## src/rtl/pwm_update_sched.sv

```systemverilog
// PWM configuration scheduler: gates run/stop of the PWM core and applies new
// period/init/compare sets either at once (while idle) or at the next carrier event.
module pwm_update_sched #(
    parameter logic [15:0] DEF_PERIOD = 16'd2000,
    parameter logic [15:0] DEF_INIT   = 16'd500,
    parameter logic [15:0] DEF_CMP    = 16'd1000,
    parameter bit          UPD_ON_MAX = 1'b0
) (
    input  logic        clk,
    input  logic        reset,
    input  logic        cfg_valid,
    output logic        cfg_ready,
    input  logic [15:0] cfg_period,
    input  logic [15:0] cfg_init_carr,
    input  logic [15:0] cfg_compare,
    input  logic        start_req,
    input  logic        stop_req,
    input  logic        evt_zero,
    input  logic        evt_max,
    output logic [15:0] period,
    output logic [15:0] init_carr,
    output logic [15:0] compare,
    output logic        pwm_onoff,
    output logic        upd_done,
    output logic        cfg_err,
    output logic [2:0]  state
);

    typedef enum logic [2:0] {
        S_IDLE = 3'd0,
        S_ARM  = 3'd1,
        S_RUN  = 3'd2,
        S_PEND = 3'd3,
        S_STOP = 3'd4
    } state_t;

    state_t      state_q, state_d;
    logic [15:0] period_q, period_d, init_q, init_d, cmp_q, cmp_d;
    logic [15:0] sh_period_q, sh_period_d, sh_init_q, sh_init_d, sh_cmp_q, sh_cmp_d;
    logic        onoff_q, onoff_d, upd_done_q, upd_done_d, cfg_err_q, cfg_err_d;

    logic        cfg_acc, cfg_ok, qual_evt;
    logic [15:0] clamp_init, clamp_cmp;

    assign cfg_ready  = !reset && (state_q == S_IDLE || state_q == S_ARM || state_q == S_RUN);
    assign cfg_acc    = cfg_valid && cfg_ready;
    assign cfg_ok     = cfg_period >= 16'd2;
    // Simultaneous evt_zero/evt_max collapse into one event by the OR.
    assign qual_evt   = evt_zero || (UPD_ON_MAX && evt_max);
    assign clamp_init = (cfg_init_carr > cfg_period) ? cfg_period : cfg_init_carr;
    assign clamp_cmp  = (cfg_compare > cfg_period) ? cfg_period : cfg_compare;

    always_ff @(posedge clk) begin
        if (reset) begin
            state_q     <= S_IDLE;
            period_q    <= DEF_PERIOD;
            init_q      <= DEF_INIT;
            cmp_q       <= DEF_CMP;
            sh_period_q <= '0;
            sh_init_q   <= '0;
            sh_cmp_q    <= '0;
            onoff_q     <= 1'b0;
            upd_done_q  <= 1'b0;
            cfg_err_q   <= 1'b0;
        end else begin
            state_q     <= state_d;
            period_q    <= period_d;
            init_q      <= init_d;
            cmp_q       <= cmp_d;
            sh_period_q <= sh_period_d;
            sh_init_q   <= sh_init_d;
            sh_cmp_q    <= sh_cmp_d;
            onoff_q     <= onoff_d;
            upd_done_q  <= upd_done_d;
            cfg_err_q   <= cfg_err_d;
        end
    end

    always_comb begin
        state_d = state_q;
        case (state_q)
            S_IDLE: if (start_req && !stop_req) state_d = S_ARM;
            S_ARM: begin
                if (stop_req)      state_d = S_IDLE;
                else if (evt_zero) state_d = S_RUN;
            end
            S_RUN: begin
                if (stop_req)               state_d = S_STOP;
                else if (cfg_acc && cfg_ok) state_d = S_PEND;
            end
            S_PEND: begin
                if (stop_req)      state_d = S_STOP;
                else if (qual_evt) state_d = S_RUN;
            end
            S_STOP: if (evt_zero) state_d = S_IDLE;
            default: state_d = S_IDLE;
        endcase
    end

    always_comb begin
        period_d    = period_q;
        init_d      = init_q;
        cmp_d       = cmp_q;
        sh_period_d = sh_period_q;
        sh_init_d   = sh_init_q;
        sh_cmp_d    = sh_cmp_q;
        upd_done_d  = 1'b0;
        cfg_err_d   = cfg_acc && !cfg_ok;
        onoff_d     = (state_d == S_RUN || state_d == S_PEND || state_d == S_STOP);

        if (cfg_acc && cfg_ok) begin
            if (state_q == S_IDLE || state_q == S_ARM) begin
                period_d   = cfg_period;
                init_d     = clamp_init;
                cmp_d      = clamp_cmp;
                upd_done_d = 1'b1;
            end else if (state_q == S_RUN && !stop_req) begin
                // A stop in the same cycle wins; the offered set is dropped.
                sh_period_d = cfg_period;
                sh_init_d   = clamp_init;
                sh_cmp_d    = clamp_cmp;
            end
        end

        // Pending set lands on the event even when a stop coincides.
        if (state_q == S_PEND && qual_evt) begin
            period_d   = sh_period_q;
            init_d     = sh_init_q;
            cmp_d      = sh_cmp_q;
            upd_done_d = 1'b1;
        end
    end

    assign period    = period_q;
    assign init_carr = init_q;
    assign compare   = cmp_q;
    assign pwm_onoff = onoff_q;
    assign upd_done  = upd_done_q;
    assign cfg_err   = cfg_err_q;
    assign state     = state_q;

endmodule

```

## config.mk

```make
export PLATFORM = sky130hd
export DESIGN_NAME = pwm_update_sched
export DESIGN_NICKNAME = d
export VERILOG_FILES = /design/src/rtl/pwm_update_sched.sv
export SDC_FILE = /design/constraint.sdc
export NUM_CORES = 1
export LEC_CHECK = 0
export BUFFER_PORTS_ARGS = -buffer_cell sky130_fd_sc_hd__buf_2
export CAP_MARGIN = 20
export CORE_ASPECT_RATIO = 1.2
export CORE_MARGIN = 4
export CORE_UTILIZATION = 55
export DETAILED_ROUTE_END_ITERATION = 7
export PLACE_DENSITY = 0.91
export SLEW_MARGIN = 20
export SYNTH_ARGS = -nofsm -noshare
export SYNTH_HDL_FRONTEND = slang
export SYNTH_SLANG_ARGS = --single-unit
```

## constraint.sdc

```tcl
create_clock -name clk -period 5.1 [get_ports clk]
set_input_delay 1.02 -clock clk [delete_from_list [all_inputs] [get_ports clk]]
set_output_delay 1.02 -clock clk [all_outputs]
set_load 0.01 [all_outputs]
```

==> results.sh, run 1 <==
export IMPL_worstSetupPathType="in2reg"
export IMPL_syn_nets=743
export IMPL_stdcell_count=855
export IMPL_routabilityCongestion=0.963
export IMPL_num_rows=39
export IMPL_synthFlopType="dfxtp_1"
export IMPL_hold_path_depth=2
export IMPL_clock_sink_count=102
export IMPL_firstDrtPassIters=5
export IMPL_postSynthCellCount=656
export IMPL_hold_viol=0
export IMPL_wl_mm=17.7
export IMPL_die_area_sq_um=11700
export IMPL_rr_worst_depth=7
export IMPL_die_w_um=99.2
export IMPL_drv_slew=0
export IMPL_cts_tree="built"
export IMPL_hold_path_class="reg2reg"
export IMPL_cts_htree_levels=3
export IMPL_crit_required_ps=5340
export IMPL_netlist_area_sq_um=5490
export IMPL_drc_errors=0
export IMPL_cp_data_arrival_time_ps=4030
export IMPL_finish_net_count=814
export IMPL_grtUsageTotal_pct=29.3
export IMPL_cts_max_path_buffers=2
export IMPL_dp_cells=839
export IMPL_detail_route_antenna_nets=0
export IMPL_synth_distinct_cells=48
export IMPL_hold_start="period[6]"
export IMPL_path_clk_slew_ps=70
export IMPL_hpwlAfterDp_mm=11.7
export IMPL_cellPowerDensity_nw_per_um2=312
export IMPL_ys_ff_latch=102
export IMPL_hold_slack_ps=444
export IMPL_critPathLaunchType="primary input"
export IMPL_cts_made_buffers=9
export IMPL_async_flop_share_pct=0
export IMPL_fillers=774
export IMPL_wl_per_cell_um=20.7
export IMPL_start_util_pct=56.9
export IMPL_hold_buffers=0
export IMPL_syn_area_per_cell_sq_um=8.38
export IMPL_timing_rr_start="state[2]"
export IMPL_clk_latency_ps=360
export IMPL_setup_tns_ps=0
export IMPL_worst_slew_pin_slew_ps=946
export IMPL_r2r_slack_ps=2550
export IMPL_grt_pass1_vias=5659
export IMPL_status="finished, final reports clean"
export IMPL_setup_violations=0
export IMPL_yosysSeqAreaShare_pct=37.2
export IMPL_diodes=0
export IMPL_first_iter_violations=624
export IMPL_post_cts_buffers=0
export IMPL_grt_ovfl_total=0
export IMPL_antenna_found_initial=0
export IMPL_leakage_uw=0.00261
export IMPL_fmax_ghz=0.264
export IMPL_pin_count=110
export IMPL_cts_resized=0
export IMPL_maxCapViolCount=0
export IMPL_min_to="period[6]"
export IMPL_max_vdd_ir_drop_mv=0.205
export IMPL_rsz0062_at_grt="false"
export IMPL_grt_start_max_net_pins=103
export IMPL_path_max_fanout=24
export IMPL_period_share_pct=74.2
export IMPL_endpoint_kind="flop"
export IMPL_die_h_um=117
export IMPL_routed_via_count=5774
export IMPL_synth_edff_count=0
export IMPL_regToRegEndpoint="sh_cmp_q[10]"
export IMPL_grt_pass1_wl_mm=27.7
export IMPL_yosys_warnings=0
export IMPL_relSlewSlack_pct=36.7
export IMPL_skew_ps=8.81
export IMPL_core_sq_um=9660
export IMPL_vias_per_cell=6.75
export IMPL_cts_root_buf="clkbuf_16"
export IMPL_areaGrowthSynthToFinish_pct=15.8
export IMPL_drive_gt1_share_pct=22.4
export IMPL_post_route_min_period_ps=3790
export IMPL_port_buffers=108
[cell type report]
cell class	count	area (sq um)	area share, %
Multi-Input combinational cell	475	3110	48.8
Sequential cell	102	2040	32.1
Timing Repair Buffer	118	634	9.97
Clock buffer	11	243	3.81
Tap cell	123	154	2.42
Clock inverter	5	106	1.67
Inverter	21	78.8	1.24
[logic make-up (layout without fill, tap and decap cells)]
logic type	after synthesis	after routing	synth area share (%)
buffers and inverters	79	155	6.67
adders and majority gates	32	32	7.29
muxes	11	11	2.00
AOI/OAI and AO/OA	195	195	26.1
DFF	102	102	37.2
and+or+nand+nor	237	237	20.7
[worst max-delay path: stages]
cell,delay (ps)
buf_2,190
inv_1,180
ha_1,350
nand4_1,170
nor4_2,420
a21boi_0,550
a211o_2,510
a21oi_2,260
a211o_1,360
[Yosys cell counts (2+ instances only)]
cell type	instances	area [sq um]
a211o_1	9	78.8
a31oi_1	18	113
dfxtp_1	102	2040
o21ai_1	2	10.0
a2111oi_0	3	26.3
a221oi_1	6	52.6
clkbuf_1	23	86.3
a2111oi_2	12	180
buf_1	6	22.5
a21oi_1	49	245
mux2i_1	11	110
nor4_2	8	100
nand3_1	51	255
nor2_1	66	248
buf_6	3	33.8
inv_1	21	78.8
nand2_1	69	259
a21o_1	6	45.0
buf_2	20	100
a22oi_1	10	75.1
o21bai_1	3	22.5
o211ai_1	23	173
and4_1	4	35.0
nand4_1	11	68.8
nor3_1	10	50.1
a311oi_1	14	123
a211oi_1	10	75.1
and2_1	2	12.5
nor2b_1	5	31.3
ha_1	32	400
nor4_1	6	37.5
o21ai_0	20	100
buf_4	6	45.0
[how the worst max path moves through the flow]
stage | startpoint | to | slack (ps) | depth (start not counted)
finish | cfg_period[15] | compare[1] | 1310 | 9
global placement | cfg_period[15] | compare[11] | 1160 | 9
CTS | cfg_period[15] | compare[1] | 1390 | 9
floorplan | cfg_period[9] | compare[0] | 2060 | 10
detailed placement | cfg_period[15] | sh_init_q[3] | 1110 | 10
global route | cfg_period[15] | compare[15] | 1240 | 9
[report_power, final]
group / total [uW] / switching [uW] / leakage, uW / internal [uW]
Clock: 805 / 311 / 0.000166 / 494
Sequential: 849 / 20.4 / 0.000831 / 828
Combinational: 332 / 210 / 0.00162 / 122
Total: 1990 / 541 / 0.00261 / 1440
[metrics by stage]
stage	setup WS (ps)	util, %	area [sq um]	total power [uW]
2_1_floorplan	2060	-	5490	1070
3_3_place_gp	1160	62.2	6010	1170
3_5_place_dp	1110	62.2	6010	1190
4_1_cts	1390	65.8	6360	1970
5_1_grt	1240	65.9	6360	2040
6_report	1310	65.9	6360	1990
[per-layer routing]
metal | wire (um) | share of wire [%] | GRT usage [%]
met1 | 6490 | 37 | 35.2
met2 | 8480 | 48 | 47.5
met3 | 1740 | 9.9 | 6.22
met4 | 946 | 5.4 | 17.3
met5 | 0 | 0 | 0
[cell usage in the layout (no fill, tap or decap), drive strengths merged, types with 2 or more instances in the layout]
| cell | instances |
|---|---|
| a21o | 6 |
| nand4 | 11 |
| a311oi | 14 |
| o21ai | 22 |
| a21oi | 50 |
| nand2 | 71 |
| o211ai | 23 |
| a31oi | 19 |
| o21bai | 3 |
| nor3 | 10 |
| a211o | 10 |
| nor2b | 5 |
| buf | 118 |
| a2111oi | 15 |
| mux2i | 11 |
| bufinv | 3 |
| clkbuf | 11 |
| nor2 | 66 |
| and4 | 4 |
| inv | 21 |
| dfxtp | 102 |
| ha | 32 |
| a221oi | 6 |
| nand3 | 51 |
| and2 | 2 |
| a22oi | 10 |
| a211oi | 12 |
| nor4 | 14 |
[registers in the layout, indices dropped and copies added (netlist names)]
register and cells:
compare 16, init_carr 16, period 16, sh_cmp_q 16, sh_init_q 16, sh_period_q 16
state 3, cfg_err 1, pwm_onoff 1, upd_done 1
Power figures use the tool's default switching activity.
==> inputs of run 2 (changes only) <==
--- a/config.mk
+++ b/config.mk
@@ -9,9 +9,9 @@
 export CAP_MARGIN = 20
 export CORE_ASPECT_RATIO = 1.2
 export CORE_MARGIN = 4
-export CORE_UTILIZATION = 55
+export CORE_UTILIZATION = 50
 export DETAILED_ROUTE_END_ITERATION = 7
-export PLACE_DENSITY = 0.91
+export PLACE_DENSITY = 0.87
 export SLEW_MARGIN = 20
 export SYNTH_ARGS = -nofsm -noshare
 export SYNTH_HDL_FRONTEND = slang
==> constraint.sdc (replaced) <==
create_clock -name clk -period 3.45 [get_ports clk]
set_input_delay 0.69 -clock clk [delete_from_list [all_inputs] [get_ports clk]]
set_output_delay 0.69 -clock clk [all_outputs]
set_load 0.01 [all_outputs]
==> run 2 against run 1 <==
Effect of this change: die area is 9.2% higher; hold slack worse by 5.0 ps; sequential cell count stayed put; first-iteration DRC count is 8.3% lower; critical path type unchanged.
==> results.sh, run 2 (synthesis results as in run 1) <==
export IMPL_critPathLaunchType="primary input"
export IMPL_diodes=0
export IMPL_leakage_uw=0.00268
export IMPL_num_rows=41
export IMPL_die_area_sq_um=12700
export IMPL_relSlewSlack_pct=23.8
export IMPL_detail_route_antenna_nets=0
export IMPL_skew_ps=5.94
export IMPL_hold_buffers=0
export IMPL_path_clk_slew_ps=70
export IMPL_mostFrequentLayoutCells="107 x buf_2, 102 x dfxtp_1, 69 x nand2_1"
export IMPL_hpwlAfterDp_mm=12.2
export IMPL_drv_slew=0
export IMPL_clock_sink_count=102
export IMPL_cts_resized=0
export IMPL_wl_mm=17.7
export IMPL_crit_required_ps=3690
export IMPL_cts_made_buffers=9
export IMPL_period_share_pct=86.8
export IMPL_p_int_uw=1910
export IMPL_cts_htree_levels=3
export IMPL_firstDrtPassIters=8
export IMPL_path_max_fanout=18
export IMPL_post_cts_buffers=0
export IMPL_grtUsageTotal_pct=27.4
export IMPL_areaGrowthSynthToFinish_pct=17.4
export IMPL_vias_per_cell=6.56
export IMPL_die_h_um=123
export IMPL_cp_data_arrival_time_ps=3230
export IMPL_routed_via_count=5778
export IMPL_cts_max_path_buffers=2
export IMPL_pin_count=110
export IMPL_crit_chain="buf_2 -> inv_1 -> ha_1 -> nand4_1 -> inv_1 -> a221o_1 -> a211oi_4 -> buf_8 -> o21ai_0 -> a311oi_1"
export IMPL_first_iter_violations=572
export IMPL_layout_commonest_cell="buf_2"
export IMPL_pwr_share_seq_pct=46.4
export IMPL_cts_tree="built"
export IMPL_post_route_min_period_ps=3000
export IMPL_port_buffers=108
export IMPL_wl_per_cell_um=20.1
export IMPL_die_w_um=104
export IMPL_cellPowerDensity_nw_per_um2=418
export IMPL_drc_errors=0
export IMPL_p_sw_uw=793
export IMPL_worstSetupPathType="in2reg"
export IMPL_grt_pass1_vias=5528
export IMPL_hold_viol=0
export IMPL_grt_pass1_wl_mm=28.1
export IMPL_core_sq_um=10600
export IMPL_fin_util_pct=60.8
export IMPL_max_vdd_ir_drop_mv=0.257
export IMPL_slowest_delay_ps=620
export IMPL_grt_start_max_net_pins=102
export IMPL_antenna_found_initial=0
export IMPL_finish_net_count=835
export IMPL_setup_violations=0
export IMPL_fmax_ghz=0.334
export IMPL_clk_latency_ps=350
export IMPL_setup_tns_ps=0
export IMPL_hold_path_class="reg2reg"
export IMPL_maxCapViolCount=0
export IMPL_rsz0062_at_grt="false"
export IMPL_pwr_share_comb_pct=19.2
export IMPL_fillers=902
export IMPL_status="finished, final reports clean"
export IMPL_p_sw_share_pct=29.4
export IMPL_cp_common_cell="inv_1"
export IMPL_crit_family="compound AO/OA/AOI/OAI gates"
export IMPL_drive_gt1_share_pct=24.5
export IMPL_clock_power_share_pct=34.4
export IMPL_grt_ovfl_total=0
export IMPL_crit_buf_inv=4
export IMPL_cts_root_buf="clkbuf_16"
export IMPL_start_util_pct=51.7
export IMPL_routabilityCongestion=0.894
export IMPL_endpoint_kind="flop"
export IMPL_worst_slew_pin_slew_ps=1140
export IMPL_slowest_stage="a211oi_4"
run 2: worst register-to-register path: cells and delay by family (launching register included):
kind | cells | cell delay (ps)
simple gates | 4 | 1090
compound gates | 2 | 580
flops | 1 | 440
buf+inv | 1 | 300
run 2: layout make-up:
class | count | area, sq um | share of cell area, %
Timing Repair Buffer | 139 | 808 | 12.5
Multi-Input combinational cell | 475 | 3110 | 48.1
Tap cell | 129 | 161 | 2.50
Inverter | 21 | 78.8 | 1.22
Clock buffer | 10 | 229 | 3.55
Sequential cell | 102 | 2040 | 31.6
Clock inverter | 5 | 27.5 | 0.427
run 2: metrics by stage:
step	hold slack [ps]	cells	setup WS, ps	power, uW	cell area [sq um]
final	439	881	454	2700	6450
after global routing	456	881	314	2800	6450
after floorplan	436	656	738	1580	5490
after global placement	433	865	89.9	1760	6180
after detailed placement	434	865	-93.5	1780	6180
after CTS	440	880	211	2690	6440
run 2: path summary, 6_finish.rpt:
kind | start | to | slack, ps | depth (start not counted)
hold reg to reg | period[9] | period[9] | 440 | 2
setup / recovery | cfg_period[13] | sh_cmp_q[8] | 450 | 10
setup reg to reg | state[2] | sh_cmp_q[8] | 930 | 7
hold / removal | period[9] | period[9] | 440 | 2
run 2: power groups by stage:
stage                     Clock [uW]  Combinational (uW)  Sequential (uW)
after floorplan                    0                 279             1300
after global placement             0                 479             1280
after detailed placement           0                 498             1280
after CTS                        934                 504             1250
after global routing             981                 561             1260
final                            928                 519             1250
run 2: metal layers:
metal  track usage [%]  wire [um]
met5                 0          0
met4              14.8        772
met3              4.52       1670
met2              44.5       8340
met1              35.3       6950
